**src/rtl/ycbcr_pkg.sv**
```systemverilog
// Shared definitions for the UYVY capture path and the downstream colour-detect stage.
// Holds the byte-phase encoding and the default active-window size.
package ycbcr_pkg;

    typedef enum logic [1:0] {
        PH_CB = 2'd0,
        PH_Y0 = 2'd1,
        PH_CR = 2'd2,
        PH_Y1 = 2'd3
    } phase_t;

    localparam int H_ACTIVE_DEF = 640;
    localparam int V_ACTIVE_DEF = 480;

    // The UYVY order wraps from Y1 back to Cb.
    function automatic phase_t phase_next(input phase_t p);
        return phase_t'(p + 2'd1);
    endfunction

endpackage

```
**src/rtl/sync_edge.sv**
```systemverilog
// Registered edge detector: keeps the previous sample of a level signal and
// flags a rising or falling transition at the current sample.
module sync_edge (
    input  logic clk,
    input  logic reset,
    input  logic sig,
    output logic rise,
    output logic fall
);

    logic sig_q;

    always_ff @(posedge clk or posedge reset) begin
        if (reset) begin
            sig_q <= 1'b0;
        end else begin
            sig_q <= sig;
        end
    end

    assign rise = sig & ~sig_q;
    assign fall = ~sig & sig_q;

endmodule

```
**src/rtl/ycbcr_capture.sv**
```systemverilog
// UYVY camera byte-stream capture: reassembles Cb/Y0/Cr/Y1 groups into two pixels,
// tracks column/row within the active window and reports frame end and overflow.
module ycbcr_capture
    import ycbcr_pkg::*;
#(
    parameter int H_ACTIVE = H_ACTIVE_DEF,
    parameter int V_ACTIVE = V_ACTIVE_DEF
) (
    input  logic       PCLK,
    input  logic       reset,
    input  logic       VSYNC,
    input  logic       HREF,
    input  logic [7:0] D,
    output logic       e_pix,
    output logic [7:0] Y,
    output logic [7:0] Cb,
    output logic [7:0] Cr,
    output logic [9:0] x,
    output logic [8:0] y,
    output logic       frame_done,
    output logic       overflow
);

    localparam logic [9:0] H_LIM = 10'(H_ACTIVE);
    localparam logic [8:0] V_LIM = 9'(V_ACTIVE);

    logic   href_rise, href_fall;
    logic   vs_rise, vs_fall;
    phase_t phase, phase_nx, cur_phase;
    logic   armed, armed_nx;
    logic   accept, pix_done, in_range;
    logic [9:0] col;
    logic [8:0] row;
    logic       line_pix;
    logic [7:0] cb_r, y0_r, cr_r;

    sync_edge u_href_edge (
        .clk   (PCLK),
        .reset (reset),
        .sig   (HREF),
        .rise  (href_rise),
        .fall  (href_fall)
    );

    sync_edge u_vsync_edge (
        .clk   (PCLK),
        .reset (reset),
        .sig   (VSYNC),
        .rise  (vs_rise),
        .fall  (vs_fall)
    );

    // Capture stays disarmed until a full frame boundary has been seen.
    always_comb begin
        armed_nx  = armed | vs_fall;
        accept    = armed && !VSYNC && HREF;
        cur_phase = href_rise ? PH_CB : phase;
        phase_nx  = phase;
        if (VSYNC) begin
            phase_nx = PH_CB;
        end else if (accept) begin
            phase_nx = phase_next(cur_phase);
        end
        pix_done = accept && (cur_phase == PH_CR || cur_phase == PH_Y1);
        in_range = (col < H_LIM) && (row < V_LIM);
    end

    always_ff @(posedge PCLK or posedge reset) begin
        if (reset) begin
            phase <= PH_CB;
            armed <= 1'b0;
        end else begin
            phase <= phase_nx;
            armed <= armed_nx;
        end
    end

    always_ff @(posedge PCLK or posedge reset) begin
        if (reset) begin
            e_pix      <= 1'b0;
            frame_done <= 1'b0;
            overflow   <= 1'b0;
            Y          <= '0;
            Cb         <= '0;
            Cr         <= '0;
            x          <= '0;
            y          <= '0;
            col        <= '0;
            row        <= '0;
            line_pix   <= 1'b0;
            cb_r       <= '0;
            y0_r       <= '0;
            cr_r       <= '0;
        end else begin
            e_pix      <= 1'b0;
            frame_done <= 1'b0;
            if (VSYNC) begin
                // A line ending on the same edge as VSYNC rises is not counted.
                if (vs_rise && row != '0) begin
                    frame_done <= 1'b1;
                end
                col      <= '0;
                row      <= '0;
                x        <= '0;
                y        <= '0;
                overflow <= 1'b0;
                line_pix <= 1'b0;
            end else begin
                if (href_fall) begin
                    col      <= '0;
                    line_pix <= 1'b0;
                    if (line_pix) begin
                        row <= row + 9'd1;
                    end
                end
                if (accept) begin
                    case (cur_phase)
                        PH_CB:   cb_r <= D;
                        PH_Y0:   y0_r <= D;
                        PH_CR:   cr_r <= D;
                        default: ;
                    endcase
                end
                if (pix_done) begin
                    // Saturating column keeps a long line from wrapping back into range.
                    if (col < H_LIM) begin
                        col <= col + 10'd1;
                    end
                    if (in_range) begin
                        e_pix    <= 1'b1;
                        line_pix <= 1'b1;
                        x        <= col;
                        y        <= row;
                        Cb       <= cb_r;
                        Cr       <= (cur_phase == PH_CR) ? D : cr_r;
                        Y        <= (cur_phase == PH_CR) ? y0_r : D;
                    end else begin
                        overflow <= 1'b1;
                    end
                end
            end
        end
    end

endmodule

```
**config.mk**
```make
export PLATFORM = sky130hd
export DESIGN_NAME = ycbcr_capture
export DESIGN_NICKNAME = d
export VERILOG_FILES = /design/src/rtl/ycbcr_pkg.sv /design/src/rtl/sync_edge.sv /design/src/rtl/ycbcr_capture.sv
export SDC_FILE = /design/constraint.sdc
export NUM_CORES = 1
export LEC_CHECK = 0
export CORE_ASPECT_RATIO = 1.75
export CORE_MARGIN = 2
export CORE_UTILIZATION = 30
export DETAILED_ROUTE_END_ITERATION = 7
export PLACE_DENSITY = 0.46
export SYNTH_ARGS = -nofsm -noshare
export SYNTH_HDL_FRONTEND = slang
export SYNTH_HIERARCHICAL = 1
export SYNTH_SLANG_ARGS = --single-unit
```
**constraint.sdc**
```tcl
create_clock -name PCLK -period 5.3 [get_ports PCLK]
set_clock_uncertainty 0.05 [all_clocks]
set_input_delay 0.795 -clock PCLK [delete_from_list [all_inputs] [get_ports PCLK]]
set_output_delay 0.795 -clock PCLK [all_outputs]
set_load 0.01 [all_outputs]
```
Word-level counts from Yosys, hierarchy flattened. Cells that the tools add are included.

Register bits after elaboration: 95. Bits in latches: 0. Memory bits (writable): 0. Bits in read-only memories: 0. Input port bits: 12. Output and inout bits: 46. Logic and storage cells: 87. Memories kept: 0.

Add/subtract/negate cells: 3. Multipliers: 0. Div/mod/pow operators: 0. Magnitude comparators: 2. Equality and inequality tests: 4. Shift operators: 0. Mux-type cells: 30. Bitwise operators: 9. Reduce and logical (&&, ||, !) cells: 21.

Operators by type and width (number): 2-to-1 mux 10 bit (7); 2-to-1 mux 9 bit (6); 2-to-1 mux 8 bit (2); 2-to-1 mux 1 bit (12); adder 10 x 1 -> 10 bit (second input constant) (1); < comparator 10 bit (second input constant) (1); nonzero test 2 bit (5); adder 9 x 1 -> 9 bit (second input constant) (1); < comparator 9 bit (second input constant) (1); AND reduction 3 bit (3); nonzero test 9 bit (1); AND reduction 2 bit (4); 2-to-1 mux 2 bit (3); logical AND 1 bit (5); AND 1 bit (4); equality test 2 bit (second input constant) (2); inverter 1 bit (4); adder 2 x 1 -> 2 bit (second input constant) (1); equality test 2 x 1 -> 1 bit (second input constant) (1); logical NOT 2 bit (1); inequality test 2 bit (second input constant) (1); logical NOT 1 bit (1); logical OR 1 bit (1); OR 1 bit (1).

Logic depth before layout (Yosys ltp). Gate-level depths: netlist (run 1).

Depth in word-level cells: 8. Depth in mapped cells: 8. Gate-level depth less buffers: 6.

Hierarchy. Netlist (run 1), hierarchy kept.

Modules (own cells, without submodules): ycbcr_capture (times used 1, cells an instance 368, area each 4172.8 sq um, sequential area each 2327.2 sq um); sync_edge (times used 2, cells an instance 4, area each 43.8 sq um, sequential area each 25.0 sq um).

Least setup slack after synthesis (run 1). Ideal clock, no wire load.

Path type: input to register. Start: in HREF. End: reg Cr[0]. Library setup time: 0.122 ns. Arrival time: 2.359 ns. Data required time: 5.128 ns. Slack: 2.769 ns. Cell stages on the path: 8. Path buffers: 2. Cell sequence: nor2b_1 nand2b_1 inv_1 ha_1 buf_2 buf_1 mux2i_1 a21oi_2.

Cells in the longest elaborated chain, start to end: 6. Elaborated cells on any way between the ends: 9. Classes of those cells: 2 x eq/ne; 2 x mux; 1 x bitwise; 4 x reduce/logical.

RTL lines: from (decl) (RTL line ycbcr_capture.sv:12) `input logic HREF,`; AND 1 bit (RTL line sync_edge.sv:21) `assign rise = sig & ~sig_q;`; 2-to-1 mux 2 bit (RTL line ycbcr_capture.sv:57) `cur_phase = href_rise ? PH_CB : phase;`; equality test 2 bit (on tied branches) (RTL line ycbcr_capture.sv:64, ycbcr_capture.sv:135); logical OR 1 bit (RTL line ycbcr_capture.sv:64) `pix_done = accept && (cur_phase == PH_CR || cur_phase == PH_Y1);`; logical AND 1 bit (RTL line ycbcr_capture.sv:64); AND reduction 3 bit (no line); to (signal assigned) (RTL line ycbcr_capture.sv:135) `Cr <= (cur_phase == PH_CR) ? D : cr_r;`; to (decl) (RTL line ycbcr_capture.sv:17) `output logic [7:0] Cr,`.

Several ways; a longest one is shown, not always the timed one. A chain may end at the register's enable or synchronous reset.

Worst setup path in the final report (run 1).
Start: in VSYNC. End: reg Cb[6].

Cells in the longest elaborated chain, start to end: 5. Elaborated cells on any way between the ends: 6. Classes of those cells: 1 x bitwise; 5 x reduce/logical.

RTL lines: from (decl) (RTL line ycbcr_capture.sv:11) `input logic VSYNC,`; logical NOT 1 bit (RTL line ycbcr_capture.sv:56) `accept = armed && !VSYNC && HREF;`; logical AND 1 bit (2 in series) (RTL line ycbcr_capture.sv:56); logical AND 1 bit (RTL line ycbcr_capture.sv:64); AND reduction 3 bit (no line) *; to (signal assigned) (RTL line ycbcr_capture.sv:134) `Cb <= cb_r;`; to (decl) (RTL line ycbcr_capture.sv:16) `output logic [7:0] Cb,`.

Every way passes the cells marked *; elsewhere a longest branch is shown, timed or not.

==> qor.csv, run 1 <==
stage,metric,value,unit
die,die_h,162,um
logic_synthesis,synth_edf_count,0,
cts,ctsResizeCount,0,
status,status,"complete, no violations",
pwr,p_sw,0.504,mW
drt,dr.pass1.iters,4,
die,rows,57,
hold_path,worstHoldStart,y0_r[5]$_DFFE_PP0P_,
setup_path,cp-end-kind,flop,
sta,drv_slew,0,
global_route,antenna_found_initial,0,
pwr,p_clk_share,33.4,%
placed_design,io_buffers,57,
cts,cts.reportedPaths.clkPinSlew,0.07,ns
placed_design,dp_slack,1.99,ns
cts,clock-sinks,95,
drt,drt_iter0_drc,80,
logic_synthesis,syn_nets,394,
logic_synthesis,synthArstFlopShare,100,%
pwr,power.share.combinational,19.0,%
cts,hold_buffers,0,
pwr,p_per_area,362,nW/um^2
sta,max_clock_freq,339,MHz
placed_design,gp_congestion,0.731,
die,die_w,94.1,um
logic_synthesis,synth.cell_area,4260,sq um
sta,fin_crit_sh,55.6,%
die,ios,58,
setup_path,regToRegStartpoint,col[7]$_DFF_PP0_,
pwr,p_leak,2.19,nW
layout,multi_input_area,1720,sq um
drt,drt-total-wl,8800,um
hold_path,hp-class,reg2reg,
sta,hold_violations,0,
global_route,grt_max_degree,81,
placed_design,post-dp-hpwl,5830,um
cts,cts_tree,built,
setup_path,crit_fanout,80,
setup_path,cp_cell_sequence,clkdlybuf4s50_1 > buf_4 > and3b_1 > and4_4 > mux2_2,
sta,setup_ws,2.35,ns
pwr,switching_share,26.6,%
layout,antennaDiodeCount,0,
layout,nFillCells,1392,
layout,drive_gt1_share,15.3,%
drt,vias,2828,
cts,numCtsBuffers,9,
setup_path,required,5.48,ns
logic_synthesis,synth_area_per_cell,11.3,sq um
global_route,grt_pass1_wl,14800,um
die,initial_core_util,30.6,%
pwr,internal-power,1.39,mW
logic_synthesis,yosysWarnings,6,
setup_path,reg2reg_slack,3.01,ns
job,drv_cap,0,
cts,insertion_delay,0.34,ns
cts,h-tree-depth,3,
sta,rsz0062_at_grt,false,
global_route,grt-ovfl-total,0,
logic_synthesis,synth_flop_cell,dfrtp_1,
setup_path,crit_slowest_cell,and4_4,
layout,layout.area.seq,2380,sq um
drt,drc_errors,0,
sta,setup_violations,0,
logic_synthesis,ys_ff_latch,95,
placed_design,placed_cells,592,
sta,layout_min_cycle_time,2.95,ns
drt,detail_route.wl_per_cell,14.5,um
die,core-area,13900,sq um
logic_synthesis,synthCells,376,
drt,viasPerCell,4.65,
layout,nets,444,
setup_path,max_stage_delay,0.87,ns
logic_synthesis,synth_cell_types,40,
global_route,first_global_vias,2895,
pwr,vdd_drop_max,0.196,mV
setup_path,startpoint_type,primary input,
logic_synthesis,seq_area_frac_synth,55.8,%
setup_path,crit_start,VSYNC,
pwr,p_seq_share,47.6,%
setup_path,cp.arrival,3.13,ns
cts,cts_root_buf,clkbuf_16,
die,die_area,15200,sq um
layout,area_growth,22.8,%
layout,fin_cells,608,
sta,slew_headroom,36.9,%
setup_path,crit_type,in2reg,
drt,antenna_left,0,
global_route,grt_use_total,12.3,%
cts,cts_setup_buffers,0,
sta,worst-slew-pin-transition,0.945,ns
sta,setup_tns,0,ns
cts,clk_path_buf_depth,2,
## placed cells by master (no fill, tap or decap), types with 3 or more instances in the layout
master	n
dfrtp_1	95
clkdlybuf4s50_1	57
nand2_1	39
nor2_1	30
mux2_2	25
o21ai_0	24
nand2b_1	22
mux2i_1	21
a21oi_1	18
nand3_1	10
a21oi_2	9
clkbuf_16	9
nand4_1	7
inv_1	7
mux2_4	7
ha_1	6
xor2_1	4
nand3b_1	3
and3_1	3
nor4_1	3
xnor2_1	3
buf_4	3
## sequential cells by signal (all words and copies together), names as in the netlist, 9 cells and up
register and cells:
row 9, col 10, y 9, x 10
## critical path: cells and delay by family
kind / cells / cell delay (ns)
buffers and inverters: 2 / 0.63
AND/OR/NAND/NOR: 2 / 1.24
multiplexers: 1 / 0.41
## cell usage after synthesis, drive strengths merged, types with 2 or more instances
library cell  count  share of area, %
nor4              3              0.44
nor3              2              0.23
clkbuf            7              0.65
nor2             30               2.6
ha                6               1.8
xor2              4              0.82
nand4             7               1.0
dfrtp            95                56
nor2b             2              0.29
nand2b           22               3.2
nand3b            3              0.53
inv               8              0.70
and3              3              0.44
nand3            10               1.2
mux2             33               9.3
xnor2             3              0.62
mux2i            21               4.9
and4              3              0.68
a21oi            27               4.0
buf              14               2.5
o21ai            25               2.9
nand2            39               3.4
and2b             2              0.41
## routing by layer
layer | track usage [%] | up-vias | wire length [um]
met5 | 0 | - | 0
met3 | 2.52 | 11 | 330
met1 | 16.1 | 1383 | 3950
met2 | 20.2 | 54 | 4380
li1 | - | 1380 | -
met4 | 4.35 | 0 | 137
## path summary, 6_finish.rpt
kind	endpoint	depth (start not counted)
hold / removal	y0_r[5]$_DFFE_PP0P_	1
setup reg to reg	Cb[6]$_DFFE_PP0P_	3
max in group asynchronous	col[2]$_DFF_PP0_	3
min in group asynchronous	u_vsync_edge/sig_q$_DFF_PP0_	2
setup / recovery	Cb[6]$_DFFE_PP0P_	5
hold reg to reg	y0_r[5]$_DFFE_PP0P_	1
## power groups by stage
stage	Combinational, mW	Sequential (mW)	Clock, mW
floorplan	0.167	0.931	0
global placement	0.361	0.914	0
detailed placement	0.366	0.915	0
CTS	0.368	0.903	0.653
global route	0.397	0.917	0.686
finish	0.360	0.902	0.633
## metrics by stage
| stage | power (mW) | utilization [%] | hold WS, ns | instance area [sq um] |
|---|---|---|---|---|
| global route | 2.00 | 37.6 | 0.470 | 5230 |
| global placement | 1.27 | 35.5 | 0.431 | 4940 |
| CTS | 1.92 | 37.6 | 0.461 | 5230 |
| floorplan | 1.10 | - | 0.419 | 4260 |
| finish | 1.89 | 37.6 | 0.456 | 5230 |
| detailed placement | 1.28 | 35.5 | 0.444 | 4940 |
## kinds of logic after synthesis
group | share of synthesized area, %
AOI/OAI and AO/OA | 7.61
xor gates and xnor gates | 1.44
adders and majority gates | 1.76
buffers and inverters | 3.88
DFF | 55.8
muxes | 14.3
and+or+nand+nor | 15.2
## final cells by class
| type | count | share of cell area (%) |
|---|---|---|
| clock buffers | 10 | 4.57 |
| clock inverters | 6 | 1.00 |
| inverters | 8 | 0.598 |
| multi-input cells | 252 | 32.8 |
| flip-flops and latches | 95 | 45.4 |
| well taps | 177 | 4.23 |
| repair buffers | 60 | 11.3 |
Note: power is estimated with default switching activity, not from simulation.
==> run 2, diff against run 1 <==
clock period = 3 ns   (was 5.3 ns; I/O delays follow)
==> run 2 against run 1 <==
  * Design area grew 2.2%
  * Sequential share of layout area fell by 0.97 points
  * Final cell count grew 0.99%
  * Count of clock-buffer cells in the layout is the same
  * Register-to-register slack got worse by 1.9 ns
  * Clock power is 96% higher
  * Largest cell class unchanged
  * Power up 84%
  * Highest routed layer unchanged
==> qor.csv, run 2 (synthesized netlist as in run 1, its figures left out) <==
stage,metric,value,unit
status,status,"complete, no violations",
pwr,p_total,3.48,mW
die,ios,58,
layout,layout_common_cells,"dfrtp_1 (95), clkdlybuf4s50_1 (57), nand2_1 (39)",
pwr,p_leak,2.25,nW
drt,antenna_left,0,
drt,drc_errors,0,
sta,setup_violations,0,
layout,fin_cells,614,
setup_path,reg2reg_depth,4,
cts,ctsResizeCount,0,
global_route,first_global_vias,2989,
layout,finalInstanceArea,5350,sq um
layout,area_growth,25.5,%
setup_path,worstReg2RegEnd,Cb[4]$_DFFE_PP0P_,
sta,worst-slew-pin-transition,0.621,ns
cts,insertion_delay,0.34,ns
layout,nets,450,
placed_design,dpl-instance-area,5020,sq um
sta,hold_violations,0,
setup_path,cp-end-kind,flop,
cts,cts.reportedPaths.clkPinSlew,0.06,ns
die,die_area,15200,sq um
hold_path,hp-class,in2async,
setup_path,regToRegStartpoint,col[7]$_DFF_PP0_,
layout,drive_gt1_share,16.2,%
die,initial_core_util,30.6,%
drt,drt_iter0_drc,152,
setup_path,startpoint_type,primary input,
cts,cts_root_buf,clkbuf_16,
sta,setup_ws,0.764,ns
layout,final_util,38.4,%
pwr,vdd_drop_max,0.294,mV
drt,vias,2890,
cts,hold_buffers,0,
setup_path,reg2reg_slack,1.08,ns
sta,layout_min_cycle_time,2.24,ns
layout,layout_commonest_cell,dfrtp_1,
layout,antennaDiodeCount,0,
sta,drv_slew,0,
sta,fin_crit_sh,74.5,%
setup_path,cp.arrival,2.41,ns
global_route,grt_max_degree,40,
global_route,grt_use_total,12.8,%
pwr,p_per_area,651,nW/um^2
setup_path,max_stage_delay,0.55,ns
drt,dr.pass1.iters,4,
cts,cts_setup_buffers,0,
placed_design,gp_congestion,0.727,
placed_design,io_buffers,57,
setup_path,cp_cell_sequence,clkdlybuf4s50_1 > nor2b_1 > nand2b_1 > inv_1 > ha_1 > nand2_1 > mux2_2,
sta,setup_tns,0,ns
die,die_w,94.1,um
setup_path,required,3.17,ns
die,core-area,13900,sq um
setup_path,crit_fanout,8,
global_route,grt_pass1_wl,15300,um
sta,rsz0062_at_grt,false,
setup_path,path_delay_family,simple AND/OR/NAND/NOR gates,
cts,clock-sinks,95,
cts,clk_path_buf_depth,2,
sta,max_clock_freq,447,MHz
setup_path,critPathBufInv,2,
placed_design,placed_cells,598,
global_route,antenna_found_initial,0,
setup_path,crit_slowest_cell,clkdlybuf4s50_1,
die,rows,57,
die,die_h,162,um
setup_path,crit_type,in2reg,
sta,slew_headroom,58.6,%
cts,h-tree-depth,3,
placed_design,dp_slack,0.399,ns
drt,detail_route.wl_per_cell,14.7,um
cts,cts_tree,built,
layout,largest_registers,"col: 10 flops, x: 10 flops",
global_route,grt-ovfl-total,0,
placed_design,post-dp-hpwl,6180,um
sta,hold_slack,0.339,ns
job,drv_cap,0,
drt,drt-total-wl,9040,um
cts,numCtsBuffers,9,
drt,viasPerCell,4.71,
==> run 2: how the worst max path moves through the flow <==
stage          cells after the start             endpoint   from  slack, ns
2_1_floorplan                      1    Cb[0]$_DFFE_PP0P_  reset       0.08
3_5_place_dp                       7  cr_r[0]$_DFFE_PP0P_   HREF       0.40
4_1_cts                            7  cr_r[7]$_DFFE_PP0P_   HREF       0.74
5_1_grt                            7  cr_r[4]$_DFFE_PP0P_   HREF       0.60
3_3_place_gp                       7  cr_r[1]$_DFFE_PP0P_   HREF       0.45
6_report                           7  cr_r[1]$_DFFE_PP0P_   HREF       0.76
==> run 2: worst register-to-register path: stages, from the launching register on <==
cell and delay [ns]:
dfrtp_1 0.47, o21ai_1 0.33, and4_4 0.43, buf_4 0.22, mux2_4 0.30
==> run 2: routing by layer <==
metal | global-route usage [%] | share of wire [%] | up-vias
met4 | 3.75 | 1.3 | 0
met1 | 15.4 | 43 | 1438
met3 | 3.31 | 3.8 | 7
met5 | 0 | 0 | -
met2 | 22.2 | 52 | 52
li1 | - | - | 1393
==> run 2: cell type report <==
type | count | area, sq um
Timing Repair Buffer | 66 | 676
Multi-Input combinational cell | 252 | 1720
Fill cell | 1382 | 8560
Inverter | 8 | 31.3
Sequential cell | 95 | 2380
Tap cell | 177 | 221
Clock buffer | 10 | 229
Clock inverter | 6 | 93.8
==> run 2: where the power goes <==
part / leakage, nW / internal (mW) / total (mW) / switching [mW]
logic: 0.843 / 0.383 / 0.646 / 0.263
clock network: 0.153 / 0.737 / 1.24 / 0.504
registers: 1.25 / 1.48 / 1.59 / 0.113
total: 2.25 / 2.60 / 3.48 / 0.881
==> run 3, diff against run 2 <==
clock period = 2.3 ns   (was 3 ns; I/O delays follow)
==> run 3 against run 2 <==
  * Worst hold slack lost 0.10 ns
  * Count of clock-buffer cells in the layout grew 1
  * Clock power up 25%
  * Sequential share of layout area shrank 0.72 points
  * Die area did not move
  * Register-to-register slack got worse by 0.55 ns
  * Via count is 0.48% higher
  * First-iteration DRC count fell by 53%
  * Final cell count rose by 1.5%
  * Design area up 1.6%
  * Non-clock buffer count is 9 higher
  * Largest power group unchanged
==> qor.csv, run 3 (synthesized netlist as in run 1, its figures left out) <==
stage,metric,value,unit
setup_path,cp_cell_sequence,clkdlybuf4s50_1 > nor2b_1 > nand2b_1 > inv_1 > ha_1 > buf_4 > mux2i_1 > a21oi_2,
setup_path,regToRegStartpoint,col[7]$_DFF_PP0_,
placed_design,post-dp-hpwl,6290,um
die,core-area,13900,sq um
sta,max_clock_freq,529,MHz
layout,multi_input_area,1720,sq um
layout,nets,459,
placed_design,gp_congestion,0.781,
global_route,grt_max_degree,47,
global_route,grt_use_total,12.9,%
layout,layout.area.seq,2380,sq um
drt,dr.pass1.iters,4,
drt,drt_iter0_drc,72,
pwr,p_per_area,824,nW/um^2
sta,hold_slack,0.239,ns
setup_path,startpoint_type,primary input,
layout,drive_gt1_share,18.2,%
setup_path,required,2.48,ns
layout,largest_registers,"col: 10 flops, x: 10 flops",
global_route,grt-ovfl-total,0,
sta,setup_tns,0,ns
cts,cts_root_buf,clkbuf_16,
hold_path,hp-class,in2async,
placed_design,io_buffers,57,
setup_path,cp.arrival,2.07,ns
layout,nFillCells,1413,
sta,rsz0062_at_grt,false,
setup_path,critPathBufInv,3,
setup_path,crit_slowest_cell,clkdlybuf4s50_1,
cts,hold_buffers,0,
layout,area_growth,27.5,%
layout,antennaDiodeCount,0,
layout,final_util,39.1,%
cts,clk_path_buf_depth,2,
cts,cts_setup_buffers,0,
global_route,first_global_vias,2939,
cts,cts_tree,built,
die,die_area,15200,sq um
setup_path,cp-end-kind,flop,
job,drv_cap,0,
pwr,vdd_drop_max,0.374,mV
cts,insertion_delay,0.34,ns
sta,layout_min_cycle_time,1.89,ns
setup_path,reg2reg_slack,0.53,ns
sta,hold_violations,0,
drt,vias,2904,
pwr,p_leak,2.29,nW
placed_design,dpl-instance-area,5120,sq um
drt,antenna_left,0,
setup_path,worstReg2RegEnd,Cb[1]$_DFFE_PP0P_,
sta,worst-slew-pin-transition,0.366,ns
cts,h-tree-depth,3,
drt,viasPerCell,4.66,
setup_path,reg2reg_depth,4,
die,rows,57,
global_route,antenna_found_initial,0,
sta,setup_violations,0,
layout,layout_common_cells,"dfrtp_1 (95), clkdlybuf4s50_1 (57), nand2_1 (39)",
layout,layout_commonest_cell,dfrtp_1,
cts,numCtsBuffers,9,
setup_path,max_stage_delay,0.44,ns
cts,cts.reportedPaths.clkPinSlew,0.07,ns
setup_path,crit_type,in2reg,
global_route,grt_pass1_wl,15100,um
sta,setup_ws,0.410,ns
drt,drt-total-wl,9080,um
setup_path,crit_fanout,16,
cts,clock-sinks,95,
die,die_h,162,um
drt,detail_route.wl_per_cell,14.6,um
sta,slew_headroom,75.6,%
status,status,"complete, no violations",
placed_design,dp_slack,0.0502,ns
setup_path,cp.depth,8,
sta,drv_slew,0,
die,initial_core_util,30.6,%
sta,fin_crit_sh,82.2,%
layout,finalInstanceArea,5430,sq um
die,die_w,94.1,um
drt,drc_errors,0,
die,ios,58,
setup_path,path_delay_family,buffers and inverters,
cts,ctsResizeCount,0,
==> run 3: worst max-delay path by stage <==
stage / to / start
2_1_floorplan: Cr[0]$_DFFE_PP0P_ / HREF
3_3_place_gp: y0_r[0]$_DFFE_PP0P_ / HREF
3_5_place_dp: Cr[1]$_DFFE_PP0P_ / HREF
4_1_cts: y0_r[1]$_DFFE_PP0P_ / HREF
5_1_grt: Cr[3]$_DFFE_PP0P_ / HREF
6_report: Cr[1]$_DFFE_PP0P_ / HREF
==> run 3: cell type report <==
cell class / instances / area share, %
inverters: 8 / 0.622
multi-input cells: 252 / 31.6
clock inverters: 5 / 1.15
well taps: 177 / 4.08
clock buffers: 11 / 4.65
flip-flops and latches: 95 / 43.7
repair buffers: 75 / 14.1
==> run 3: per-stage QoR <==
step,power (mW),std cells
after global routing,4.72,623
after global placement,2.96,607
after floorplan,2.53,376
after detailed placement,2.98,607
after CTS,4.56,623
final,4.48,623
==> run 3: layer usage <==
layer | vias to the layer above | global-route usage [%] | part of all wire (%)
met2 | 50 | 21.9 | 52
met4 | 0 | 4.55 | 1.1
li1 | 1420 | - | -
met1 | 1426 | 15.7 | 44
met3 | 8 | 2.99 | 3.5
met5 | - | 0 | 0
==> run 3: power breakdown <==
part	internal (mW)	switching [mW]	total (mW)	leakage (nW)
Clock	0.910	0.640	1.55	0.149
Combinational	0.510	0.338	0.848	0.892
Sequential	1.93	0.148	2.08	1.25
